===== src/rtl/log_conv_pkg.sv =====
// Shared types and sizing helpers for the linear-to-log converter.
// LINEAR_TO_LOG_ROUND_EN adds one extra iteration used as a round bit.
package log_conv_pkg;

    typedef enum logic [1:0] {
        IDLE = 2'd0,
        ITER = 2'd1,
        DONE = 2'd2
    } state_t;

    // Squaring datapath width: 2 integer bits, fraction, guard bits.
    function automatic int unsigned calc_p(input int unsigned frac_w, input int unsigned guard_w);
        return frac_w + guard_w + 2;
    endfunction

    function automatic int unsigned iter_count(input int unsigned f_w);
`ifdef LINEAR_TO_LOG_ROUND_EN
        return f_w + 1;
`else
        return f_w;
`endif
    endfunction

endpackage


===== src/rtl/log2_square_step.sv =====
// One log2 fraction bit: square x (2.P-2 fixed point), renormalise into [1,2).
module log2_square_step #(
    parameter int unsigned P = 14
) (
    input  logic [P-1:0] x,
    output logic [P-1:0] x_next,
    output logic         log_bit
);

    logic [2*P-1:0] x_wide;
    logic [P-1:0]   sq;

    assign x_wide = (2*P)'(x);
    // Product has 4 integer bits; keep 2 integer bits and truncate the low end.
    assign sq      = P'((x_wide * x_wide) >> (P - 2));
    assign log_bit = sq[P-1];
    assign x_next  = log_bit ? {1'b0, sq[P-1:1]} : sq;

endmodule


===== src/rtl/float_signed_to_log_number_unpacked.sv =====
// Unpacked signed float to unpacked log number, one log fraction bit per cycle.
// Optional LINEAR_TO_LOG_ROUND_EN: extra round iteration with exponent carry.
module float_signed_to_log_number_unpacked
    import log_conv_pkg::*;
#(
    parameter int unsigned M     = 5,
    parameter int unsigned F     = 10,
    parameter int unsigned FRAC  = 8,
    parameter int unsigned GUARD = 4
) (
    input  logic            clock,
    input  logic            reset,
    input  logic            in_valid,
    output logic            in_ready,
    input  logic            in_sign,
    input  logic            in_isInf,
    input  logic            in_isZero,
    input  logic [M-1:0]    in_exp,
    input  logic [FRAC-1:0] in_frac,
    output logic            out_valid,
    input  logic            out_ready,
    output logic            out_sign,
    output logic            out_isInf,
    output logic            out_isZero,
    output logic [M-1:0]    out_signedLogExp,
    output logic [F-1:0]    out_logFrac
);

    localparam int unsigned P     = calc_p(FRAC, GUARD);
    localparam int unsigned ITERS = iter_count(F);
    localparam int unsigned CW    = $clog2(ITERS + 1);

    state_t            state, state_next;
    logic [P-1:0]      x_q, x_d;
    logic [CW-1:0]     cnt_q, cnt_d;
    logic [ITERS-1:0]  acc_q, acc_d;
    logic              sign_q, sign_d;
    logic              inf_q, inf_d;
    logic              zero_q, zero_d;
    logic [M-1:0]      exp_q, exp_d;

    logic [P-1:0]      step_x;
    logic              step_bit;

    logic              res_inf;
    logic [M-1:0]      res_exp;
    logic [F-1:0]      res_frac;
    logic              load_out;

    log2_square_step #(.P(P)) u_step (
        .x       (x_q),
        .x_next  (step_x),
        .log_bit (step_bit)
    );

    always_ff @(posedge clock) begin
        if (reset) begin
            state <= IDLE;
        end else begin
            state <= state_next;
        end
    end

    // Next-state and working-register update.
    always_comb begin
        state_next = state;
        x_d        = x_q;
        cnt_d      = cnt_q;
        acc_d      = acc_q;
        sign_d     = sign_q;
        inf_d      = inf_q;
        zero_d     = zero_q;
        exp_d      = exp_q;
        case (state)
            IDLE: begin
                if (in_valid) begin
                    sign_d = in_sign;
                    inf_d  = in_isInf;
                    zero_d = in_isZero;
                    exp_d  = in_exp;
                    x_d    = {2'b01, in_frac, {GUARD{1'b0}}};
                    cnt_d  = CW'(ITERS - 1);
                    acc_d  = '0;
                    state_next = (in_isInf || in_isZero) ? DONE : ITER;
                end
            end
            ITER: begin
                x_d   = step_x;
                acc_d = acc_q | (ITERS'(step_bit) << cnt_q);
                if (cnt_q == '0) begin
                    state_next = DONE;
                end else begin
                    cnt_d = cnt_q - CW'(1);
                end
            end
            DONE: begin
                if (out_ready) begin
                    state_next = IDLE;
                end
            end
            default: begin
                state_next = IDLE;
            end
        endcase
    end

`ifdef LINEAR_TO_LOG_ROUND_EN
    localparam logic [M-1:0] EXP_MAX = {1'b0, {(M-1){1'b1}}};
    logic [F:0] rounded;
    assign rounded = (F+1)'(acc_d[ITERS-1:1]) + (F+1)'(acc_d[0]);
`endif

    // Final result formatting from the completed bit accumulator.
    always_comb begin
        res_inf  = inf_d;
        res_exp  = '0;
        res_frac = '0;
        if (!inf_d && !zero_d) begin
`ifdef LINEAR_TO_LOG_ROUND_EN
            if (rounded[F]) begin
                if (exp_d == EXP_MAX) begin
                    res_inf = 1'b1;
                    res_exp = exp_d;
                end else begin
                    res_exp = exp_d + M'(1);
                end
            end else begin
                res_frac = rounded[F-1:0];
                res_exp  = exp_d;
            end
`else
            res_frac = acc_d[F-1:0];
            res_exp  = exp_d;
`endif
        end
    end

    assign load_out = (state_next == DONE) && (state != DONE);

    always_ff @(posedge clock) begin
        if (reset) begin
            x_q              <= '0;
            cnt_q            <= '0;
            acc_q            <= '0;
            sign_q           <= 1'b0;
            inf_q            <= 1'b0;
            zero_q           <= 1'b0;
            exp_q            <= '0;
            in_ready         <= 1'b1;
            out_valid        <= 1'b0;
            out_sign         <= 1'b0;
            out_isInf        <= 1'b0;
            out_isZero       <= 1'b0;
            out_signedLogExp <= '0;
            out_logFrac      <= '0;
        end else begin
            x_q       <= x_d;
            cnt_q     <= cnt_d;
            acc_q     <= acc_d;
            sign_q    <= sign_d;
            inf_q     <= inf_d;
            zero_q    <= zero_d;
            exp_q     <= exp_d;
            in_ready  <= (state_next == IDLE);
            out_valid <= (state_next == DONE);
            if (load_out) begin
                out_sign         <= sign_d;
                out_isInf        <= res_inf;
                out_isZero       <= zero_d;
                out_signedLogExp <= res_exp;
                out_logFrac      <= res_frac;
            end
        end
    end

endmodule


===== config.mk =====
export PLATFORM = sky130hd
export DESIGN_NAME = float_signed_to_log_number_unpacked
export DESIGN_NICKNAME = d
export VERILOG_FILES = /design/src/rtl/log_conv_pkg.sv /design/src/rtl/log2_square_step.sv /design/src/rtl/float_signed_to_log_number_unpacked.sv
export SDC_FILE = /design/constraint.sdc
export NUM_CORES = 1
export LEC_CHECK = 0
export BUFFER_PORTS_ARGS = -buffer_cell sky130_fd_sc_hd__buf_2
export CAP_MARGIN = 15
export CORE_UTILIZATION = 45
export DETAILED_ROUTE_END_ITERATION = 8
export GPL_TIMING_DRIVEN = 0
export PLACE_DENSITY = 0.73
export SLEW_MARGIN = 20
export SYNTH_ARGS = -nofsm -noshare
export SYNTH_HDL_FRONTEND = slang
export SYNTH_SLANG_ARGS = --single-unit

===== constraint.sdc =====
create_clock -name clock -period 13 [get_ports clock]
set_input_delay 2.6 -clock clock [delete_from_list [all_inputs] [get_ports clock]]
set_output_delay 2.6 -clock clock [all_outputs]
set_load 0.005 [all_outputs]

After elaboration in Yosys (flattened, before gate mapping)

Cells that the tools add are included.

Register bits after elaboration: 58
Logic and storage cells: 59
Bits of input ports: 20
Output and inout port bits: 20

Multiply operators: 1
Shifts and indexed selects: 1
Bitwise operators: 1
Reductions and logical operators: 11
Muxes and demuxes: 23
Equality and inequality tests: 6
Add/subtract/negate cells: 1

Operators by type and width:

| operator                                            | count |
|---|---|
| case mux 14 bit (2 select lines)                    | 1 |
| multiplier 14 x 14 -> 26 bit                        | 1 |
| two-way mux 10 bit                                  | 2 |
| case mux 10 bit (2 select lines)                    | 1 |
| two-way mux 5 bit                                   | 3 |
| two-way mux 14 bit                                  | 1 |
| two-way mux 13 bit                                  | 1 |
| OR 10 bit                                           | 1 |
| << shifter 1 x 4 -> 10 bit                          | 1 |
| two-way mux 2 bit                                   | 4 |
| two-way mux 4 bit                                   | 2 |
| case mux 4 bit (2 select lines)                     | 1 |
| two-way mux 1 bit                                   | 6 |
| inequality test 2 bit, second input constant        | 3 |
| case mux 2 bit (3 select lines)                     | 1 |
| equality test 2 bit, second input constant          | 2 |
| logical NOT 2 bit                                   | 2 |
| logical NOT 4 bit                                   | 1 |
| subtractor 4 x 1 -> 4 bit, second input constant    | 1 |
| AND reduction 3 bit                                 | 1 |
| equality test 2 x 1 -> 1 bit, second input constant | 1 |
| logical AND 1 bit                                   | 2 |
| logical NOT 1 bit                                   | 2 |
| AND reduction 2 bit                                 | 1 |
| 2 further kinds                                     | 2 |

Logic depth before layout (Yosys ltp)

Gate-level depths: netlist (run 1).

Word-level depth: 6
Depth in mapped cells: 26
Gate-level depth less buffers: 24

Hierarchy

A second synthesis (run 1) with hierarchy kept.

Cell total of the unflattened synthesis: 836
Area total of the unflattened synthesis: 7633.6 um^2

Modules (own cells, without submodules):

| module                              | area each (um^2) | cells each | sequential area each (um^2) | times used |
|---|---|---|---|---|
| log2_square_step                    | 5378.9           | 608        | 0.0                         | 1 |
| float_signed_to_log_number_unpacked | 2254.7           | 228        | 1161.1                      | 1 |

Least setup slack after synthesis (run 1)

No wires, ideal clock.

Path type: register to register
Start point: register x_q[5]
End point: register x_q[2]
Period minus slack after synthesis: 6.114 ns
Slack: 6.886 ns
Buffers on the path: 1
Data required time: 12.930 ns
Stages on the path, launching flop included: 23
Library setup time: 0.070 ns
Data arrival time: 6.045 ns
Path through: dfxtp_1 -> clkbuf_1 -> nand2_1 -> fa_1 -> fa_1 -> inv_1 -> fa_1 -> inv_1 -> fa_1 -> inv_1 -> fa_1 -> inv_1 -> fa_1 -> inv_1 -> ha_1 -> a211oi_1 -> o21ai_1 -> a311oi_1 -> o21bai_2 -> and2_2 -> a21o_1 -> a2111o_1 -> a21oi_1

Longest elaborated chain between the ends: 3

Ends and longest elaborated chain:

| what                             | RTL line                                   | source |
|---|---|---|
| from (decl)                      | float_signed_to_log_number_unpacked.sv:34  | `logic [P-1:0] x_q, x_d;` |
| from (signal assigned)           | float_signed_to_log_number_unpacked.sv:142 | `x_q <= '0;` |
| from (signal assigned)           | float_signed_to_log_number_unpacked.sv:157 | `x_q <= x_d;` |
| multiplier 14 x 14 -> 26 bit     | log2_square_step.sv:15                     | `assign sq = P'((x_wide * x_wide) >> (P - 2));` |
| two-way mux 13 bit               | log2_square_step.sv:17                     | `assign x_next = log_bit ? {1'b0, sq[P-1:1]} : sq;` |
| case mux 14 bit (2 select lines) | float_signed_to_log_number_unpacked.sv:74  | `case (state)` |

No other way between the ends.
A chain may end at the register's enable or synchronous reset.

Worst setup path after layout (run 1)

Start point: register x_q[7]
End point: register out_logFrac[3]

Longest elaborated chain between the ends: 5

Ends and longest elaborated chain:

| what                             | RTL line                                   | source |
|---|---|---|
| multiplier 14 x 14 -> 26 bit     | log2_square_step.sv:15                     |  |
| << shifter 1 x 4 -> 10 bit       | float_signed_to_log_number_unpacked.sv:89  | `acc_d = acc_q \| (ITERS'(step_bit) << cnt_q);` |
| OR 10 bit                        | float_signed_to_log_number_unpacked.sv:89  |  |
| case mux 10 bit (2 select lines) | float_signed_to_log_number_unpacked.sv:74  |  |
| two-way mux 10 bit               | float_signed_to_log_number_unpacked.sv:118 | `if (!inf_d && !zero_d) begin` |
| to (signal assigned)             | float_signed_to_log_number_unpacked.sv:171 | `out_logFrac <= res_frac;` |
| to (decl)                        | float_signed_to_log_number_unpacked.sv:26  | `output logic [F-1:0] out_logFrac` |

No other way between the ends.

==> results.py, run 1 <==
metrics = {
    "clock_tree": {
        "ctsHoldBuffers": 0,
        "cts_inserted_buffers": 9,
        "clk_latency_ps": 320,
        "cts_resized": 0,
        "clockBufferDepth": 2,
        "cts_root_buf": "clkbuf_16",
        "cts.sinks": 57,
        "post-cts-setup-buffers": 0,
        "cts_tree": "built",
        "h-tree-depth": 3,
        "clk_pin_slew_ps": 50,
    },
    "pwr": {
        "combPwrFrac": 0.268,
        "pwr-share-seq": 0.325,
        "switching_share": 0.3030,
        "internal_power_mw": 0.4076,
        "power_switching_mw": 0.1772,
        "ir_drop_uv": 100.2,
        "p_per_area_mw_per_mm2": 73.10,
        "power_frac_clock": 0.406,
        "leakage_nw": 4.297,
    },
    "timing": {
        "rsz0062_at_grt": "no",
        "finalCriticalPeriod_ps": 7332,
        "slew-limit-headroom": 0.4734,
        "worstMarginPinSlew_ps": 789.9,
        "setup_viol": 0,
        "fmax_ghz": 0.1364,
        "drv_slew": 0,
        "fin_skew_ps": 8.652,
        "final.setup.tns_ps": 0,
        "post-route-period-util": 0.5640,
        "hold_viol": 0,
    },
    "finish": {
        "syn_to_final_growth_pct": 10.55,
        "antenna_cells": 0,
        "drive_gt1_frac": 0.09144,
        "final_cell_area_mm2": 0.008000,
        "fillCellCount": 1450,
        "final_common_cell": "inv_1",
        "layout_common_cells": "inv_1, fa_1, ha_1",
        "nets": 1067,
    },
    "die": {
        "core_mm2": 0.01543,
        "die_w_um": 128.8,
        "start_util": 0.4691,
        "die_h_um": 128.8,
        "rows": 45,
        "die-area_mm2": 0.01659,
        "boundaryPins": 40,
    },
    "synthesis": {
        "synth_edf_count": 0,
        "ys_ff_latch": 57,
        "synth_cell_types": 62,
        "synthFlopType": "dfxtp_1",
        "syn_nets": 1018,
        "syn_inst": 810,
        "synthArstFlopShare": 0,
        "netlist_area_mm2": 0.007237,
        "ys_seq_area_frac": 0.1577,
        "yosys_warnings": 0,
        "syn_avg_cell_area_um2": 8.934,
    },
    "run": {
        "maxCapViolCount": 0,
    },
    "routing": {
        "wl_met1_um": 7545,
        "drt_iter0_markers": 221,
        "wl_met2_um": 7547,
        "post-route-drc-count": 0,
        "routed.top_layer": "met4",
        "drtPass1Iterations": 5,
        "antenna_left": 0,
        "num_vias": 5522,
        "wl_per_cell_um": 14.80,
        "wl_met3_um": 637,
        "viasPerCell": 5.137,
        "drt-total-wl_um": 15910,
    },
    "grt": {
        "grt_pass1_vias": 5729,
        "grt_antenna_before_repair": 2,
        "grt-ovfl-total": 0,
        "grt.total_usage": 0.2116,
        "grt_max_degree": 11,
        "grt_pass1_wl_um": 27630,
    },
    "worst_hold_path": {
        "min_path_type": "flip-flop to flip-flop",
    },
    "outcome": {
        "status": "finished clean",
    },
    "setup_path": {
        "critPathArrivalTime_ps": 7590,
        "critPathLaunchType": "flip-flop",
        "crit_fanout": 10,
        "worst-setup-path-type": "flip-flop to flip-flop",
        "cp-end-kind": "flip-flop",
        "cp.required_ps": 13260,
    },
    "placement": {
        "place_area_mm2": 0.007691,
        "port_buffers": 38,
        "place.gp.congestion": 0.9045,
        "place_hpwl_um": 12910,
    },
}
[registers in the layout, indices dropped and copies added, names as in the netlist]
| name | cells |
|---|---|
| state | 2 |
| exp_q | 5 |
| x_q | 13 |
| out_signedLogExp | 5 |
| acc_q | 10 |
| out_logFrac | 10 |
| zero_q | 1 |
| out_sign | 1 |
| out_valid | 1 |
| out_isZero | 1 |
| sign_q | 1 |
| in_ready | 1 |
| cnt_q | 4 |
| out_isInf | 1 |
| inf_q | 1 |
[stage by stage]
stage | setup slack (ps) | power, mW | hold WS [ps] | utilization | std cells
finish | 5668 | 0.5848 | 447.6 | 0.5186 | 1075
CTS | 5782 | 0.5884 | 453.4 | 0.5186 | 1075
floorplan | 6886 | 0.3062 | 414.4 | - | 810
global placement | 5904 | 0.3458 | 437.5 | 0.4985 | 1059
global route | 5226 | 0.6199 | 472.3 | 0.5186 | 1075
detailed placement | 5831 | 0.3484 | 441.9 | 0.4985 | 1059
[power by group through the flow]
stage,logic (mW),registers (mW),clock network [mW]
after floorplan,0.116,0.191,0
after global placement,0.152,0.194,0
after detailed placement,0.155,0.194,0
after CTS,0.157,0.190,0.241
after global routing,0.178,0.191,0.251
final,0.157,0.190,0.238
[logic make-up after synthesis]
logic type | count (synthesis) | share of synthesized area
AOI/OAI and AO/OA | 130 | 0.1245
and+or+nand+nor | 213 | 0.1397
buffers and inverters | 187 | 0.1065
DFF | 57 | 0.1577
muxes | 12 | 0.01712
xor gates and xnor gates | 23 | 0.02991
adders and majority gates | 188 | 0.4246
[worst max-delay path, cell delays in order, from the launching register on]
cell       delay, ps
dfxtp_1          590
clkbuf_1         650
nand2_1          160
fa_1             500
fa_1             520
inv_1             60
fa_1             510
inv_1             60
fa_1             540
inv_1             50
fa_1             470
inv_1             50
fa_1             510
inv_1             50
ha_1             340
nand4_1          150
a211oi_1         220
o21ai_1          140
a31oi_1          510
o2111ai_2        250
a31oi_2          400
and2_1           240
a22o_1           170
a22o_1           120
[metal layers]
metal	track usage	vias up
li1	-	2717
met1	0.2891	2683
met2	0.3523	106
met3	0.03326	16
met4	0.04775	0
met5	0	-
[synthesized netlist by cell type (4+ instances only)]
cell,n,area (um^2)
xor2_1,8,70.07
nand2b_1,4,25.02
a31o_1,4,35.03
a31oi_1,10,62.56
o21ai_1,12,60.06
dfxtp_1,57,1141
and2_1,33,206.5
buf_6,5,56.30
nand4_1,4,25.02
ha_1,92,1151
a211oi_1,10,75.07
nand2_1,87,326.6
mux2i_1,9,90.09
nor2_1,44,165.2
o21ai_0,15,75.07
xnor2_1,13,113.9
a21o_1,10,75.07
clkbuf_1,21,78.83
a22o_1,8,70.07
fa_1,96,1922
nor2b_1,5,31.28
nor3_1,8,40.04
inv_1,154,578.1
nand3_1,8,40.04
a21oi_1,30,150.1
a32o_1,6,60.06
[worst paths after layout]
kind                       start             end  slack (ps)  cells past startpoint
setup / recovery          x_q[7]  out_logFrac[3]        5670                     23
setup reg to reg          x_q[7]  out_logFrac[3]        5670                     23
hold reg to reg   out_logFrac[6]  out_logFrac[6]         450                      2
hold / removal    out_logFrac[6]  out_logFrac[6]         450                      2
[cell type report]
| cell class | instances | area [um^2] | share of cell area |
|---|---|---|---|
| sequential | 57 | 1141 | 0.1426 |
| inverter | 154 | 578.1 | 0.07226 |
| tap | 211 | 264.0 | 0.03300 |
| clock inverter | 2 | 35.03 | 0.004379 |
| buffer | 33 | 192.7 | 0.02409 |
| clock buffer | 14 | 274.0 | 0.03425 |
| timing repair buffer | 38 | 190.2 | 0.02377 |
| multi-input combinational | 566 | 5325 | 0.6656 |
Note: power is estimated with default switching activity, not from simulation.
==> run 2: changes to the inputs <==
Settings changed: ABC_AREA from default to 1, PLACE_DENSITY 0.73 to 0.75.
Clock period 13 ns to 6 ns, I/O delays scaled along.
==> run 2 against run 1 <==
Net effect:
- register-to-register slack worse by 5400 ps
- final area up 8.9%
- clock-buffer cell count down 2
- setup slack worse by 5400 ps
- via count up 21%
- critical endpoint is now out_logFrac[1]
==> results.py, run 2 <==
metrics = {
    "routing": {
        "drtPass1Iterations": 5,
        "drt_iter0_markers": 296,
        "post-route-drc-count": 0,
        "wl_per_cell_um": 13.18,
        "viasPerCell": 4.999,
        "num_vias": 6693,
        "antenna_left": 0,
        "drt-total-wl_um": 17650,
    },
    "synthesis": {
        "synth_edf_count": 0,
        "synthSimpleGateAreaFrac": 0.2373,
        "synth-xor-area-share": 0.01572,
        "synthFlopType": "dfxtp_1",
        "synth_cell_types": 42,
        "synthArstFlopShare": 0,
        "netlist_top_cells_area": "fa_1, ha_1, dfxtp_1",
        "netlist_area_mm2": 0.007802,
        "synthMuxAreaShare": 0.001283,
        "yosys_warnings": 0,
        "synth_top_family_by_area": "adder cells",
        "syn_inst": 1059,
        "ys_ff_latch": 57,
        "ys_seq_area_frac": 0.1462,
        "synth-compound-area-share": 0.07360,
        "synth_most_common_cell": "nand2_1",
        "netlist.top_cell.by_area": "fa_1",
        "syn_nets": 1267,
        "yosysTopAreaCellShare": 0.2463,
        "synth_fa_ha_area_frac": 0.3938,
        "syn_avg_cell_area_um2": 7.368,
        "synth_commonest_cells": "nand2_1, inv_1, fa_1",
    },
    "run": {
        "maxCapViolCount": 0,
    },
    "placement": {
        "port_buffers": 39,
        "place.gp.congestion": 0.9446,
        "place_hpwl_um": 14860,
        "dpl.cell_count": 1318,
    },
    "setup_path": {
        "critPathLaunchType": "flip-flop",
        "worst-setup-path-type": "flip-flop to flip-flop",
        "crit_fanout": 10,
        "cp-startpoint": "x_q[9]",
        "cp.required_ps": 6260,
        "critPathArrivalTime_ps": 5970,
        "crit_path_end": "out_logFrac[1]",
        "timing.rr.start": "x_q[9]",
        "worstReg2RegEnd": "out_logFrac[1]",
        "regToRegSetupSlack_ps": 290,
        "worst-r2r-cell-count": 23,
        "cp-end-kind": "flip-flop",
    },
    "clock_tree": {
        "ctsHoldBuffers": 0,
        "clockBufferDepth": 2,
        "cts_root_buf": "clkbuf_16",
        "h-tree-depth": 3,
        "clk_latency_ps": 320,
        "cts.sinks": 57,
        "cts_inserted_buffers": 9,
        "cts_tree": "built",
        "clk_pin_slew_ps": 50,
    },
    "finish": {
        "largest_reg_flops": 13,
        "nets": 1323,
        "regMostFlops": "x_q",
        "top_regs": "x_q: 13 flops, acc_q: 10 flops, out_logFrac: 10 flops",
        "fillCellCount": 1603,
        "layout_common_cells": "nand2_1, inv_1, fa_1",
        "drive_gt1_frac": 0.1046,
        "fin_cells": 1339,
        "antenna_cells": 0,
        "final_common_cell": "nand2_1",
        "syn_to_final_growth_pct": 11.64,
    },
    "grt": {
        "grt_max_degree": 11,
        "grt_pass1_vias": 6698,
        "grt_antenna_before_repair": 0,
        "grt.total_usage": 0.2141,
        "grt_pass1_wl_um": 30840,
        "grt-ovfl-total": 0,
    },
    "die": {
        "start_util": 0.4655,
        "die-area_mm2": 0.01787,
        "die_h_um": 133.7,
        "die_w_um": 133.7,
        "rows": 47,
        "boundaryPins": 40,
        "core_mm2": 0.01676,
    },
    "pwr": {
        "pwr-share-seq": 0.283,
        "power_switching_mw": 0.5446,
        "power_frac_clock": 0.338,
        "p_per_area_mw_per_mm2": 171.7,
        "ir_drop_uv": 179.3,
        "leakage_nw": 5.223,
        "combPwrFrac": 0.380,
        "switching_share": 0.3640,
        "internal_power_mw": 0.9514,
    },
    "timing": {
        "post-route-period-util": 0.9514,
        "fin_skew_ps": 4.706,
        "drv_slew": 0,
        "finalCriticalPeriod_ps": 5708,
        "hold_viol": 0,
        "setup_viol": 0,
        "fmax_ghz": 0.1752,
        "worstMarginPinSlew_ps": 548.9,
        "hold-worst-slack_ps": 468.7,
        "slew-limit-headroom": 0.6341,
    },
    "outcome": {
        "status": "finished clean",
    },
    "worst_hold_path": {
        "min_path_type": "flip-flop to flip-flop",
    },
}
[run 2: worst min path at each step]
stage | slack [ps] | start | endpoint | cells after the start
CTS | 470 | acc_q[7] | acc_q[7] | 2
detailed placement | 460 | out_logFrac[3] | out_logFrac[3] | 2
floorplan | 440 | acc_q[7] | acc_q[7] | 2
global route | 490 | out_logFrac[6] | out_logFrac[6] | 2
global placement | 460 | out_logFrac[4] | out_logFrac[4] | 2
finish | 470 | acc_q[7] | acc_q[7] | 2
[run 2: repair_timing]
item                       4_1_cts  5_1_grt
setup endpoints to repair       33       33
pin swaps                        0        3
resized for setup               12       51
setup buffers                    0        6
hold endpoints to repair         0        0
[run 2: area by class of cell]
class	instances	area (um^2)	area share
Buffer	27	185.2	0.02126
Multi-Input combinational cell	731	5637	0.6471
Inverter	244	915.9	0.1051
Clock inverter	3	40.04	0.004596
Clock buffer	12	256.5	0.02945
Tap cell	220	275.3	0.03160
Sequential cell	57	1161	0.1333
Timing Repair Buffer	45	240.2	0.02758
[run 2: power by group through the flow]
stage | registers (mW) | logic, mW | clock network [mW]
after floorplan | 0.423 | 0.405 | 0
after global placement | 0.429 | 0.543 | 0
after detailed placement | 0.430 | 0.550 | 0
after CTS | 0.423 | 0.559 | 0.511
after global routing | 0.426 | 0.647 | 0.530
final | 0.423 | 0.568 | 0.505
[run 2: layer usage]
metal / track usage / up-vias / part of all wire
met5: 0 / - / 0
met4: 0.05303 / 0 / 0.013
met3: 0.02778 / 22 / 0.042
met2: 0.3698 / 155 / 0.49
li1: - / 3370 / -
met1: 0.2826 / 3146 / 0.46
[run 2: stage by stage]
step	cell area, um^2	worst slack (ps)	total power [mW]	setup TNS [ps]	util
5_1_grt	8711	-5.210	1.603	-5.210	0.5197
2_1_floorplan	7802	576.9	0.8278	0	-
6_report	8711	291.5	1.496	0	0.5197
3_5_place_dp	8273	-247.8	0.9804	-4699	0.4936
4_1_cts	8587	9.103	1.493	0	0.5124
3_3_place_gp	8273	-195.5	0.9721	-3453	0.4936
[run 2: kinds of logic (layout without fill, tap and decap cells)]
family	after synthesis	count (layout)
flip-flops	57	57
AO/OA/AOI/OAI	101	101
buffers and inverters	271	331
multiplexers	1	1
XOR/XNOR	14	14
adder cells (fa/ha/maj)	188	188
AND/OR/NAND/NOR	427	427
[run 2: critical path, cell delays in order, from the launching register on]
cell and delay, ps:
dfxtp_2 410, buf_4 240, nand2_1 100, fa_1 510
fa_1 510, inv_1 50, fa_1 490, fa_1 590
fa_1 440, fa_1 510, ha_2 420, nand2_2 100
nor2_4 170, nand2_1 100, nor2_2 100, nand2_2 90
nand3_2 100, nand2_2 60, nand2_4 120, buf_6 150
nand4_1 140, nand2_1 110, nand3_1 70, nand2_1 70
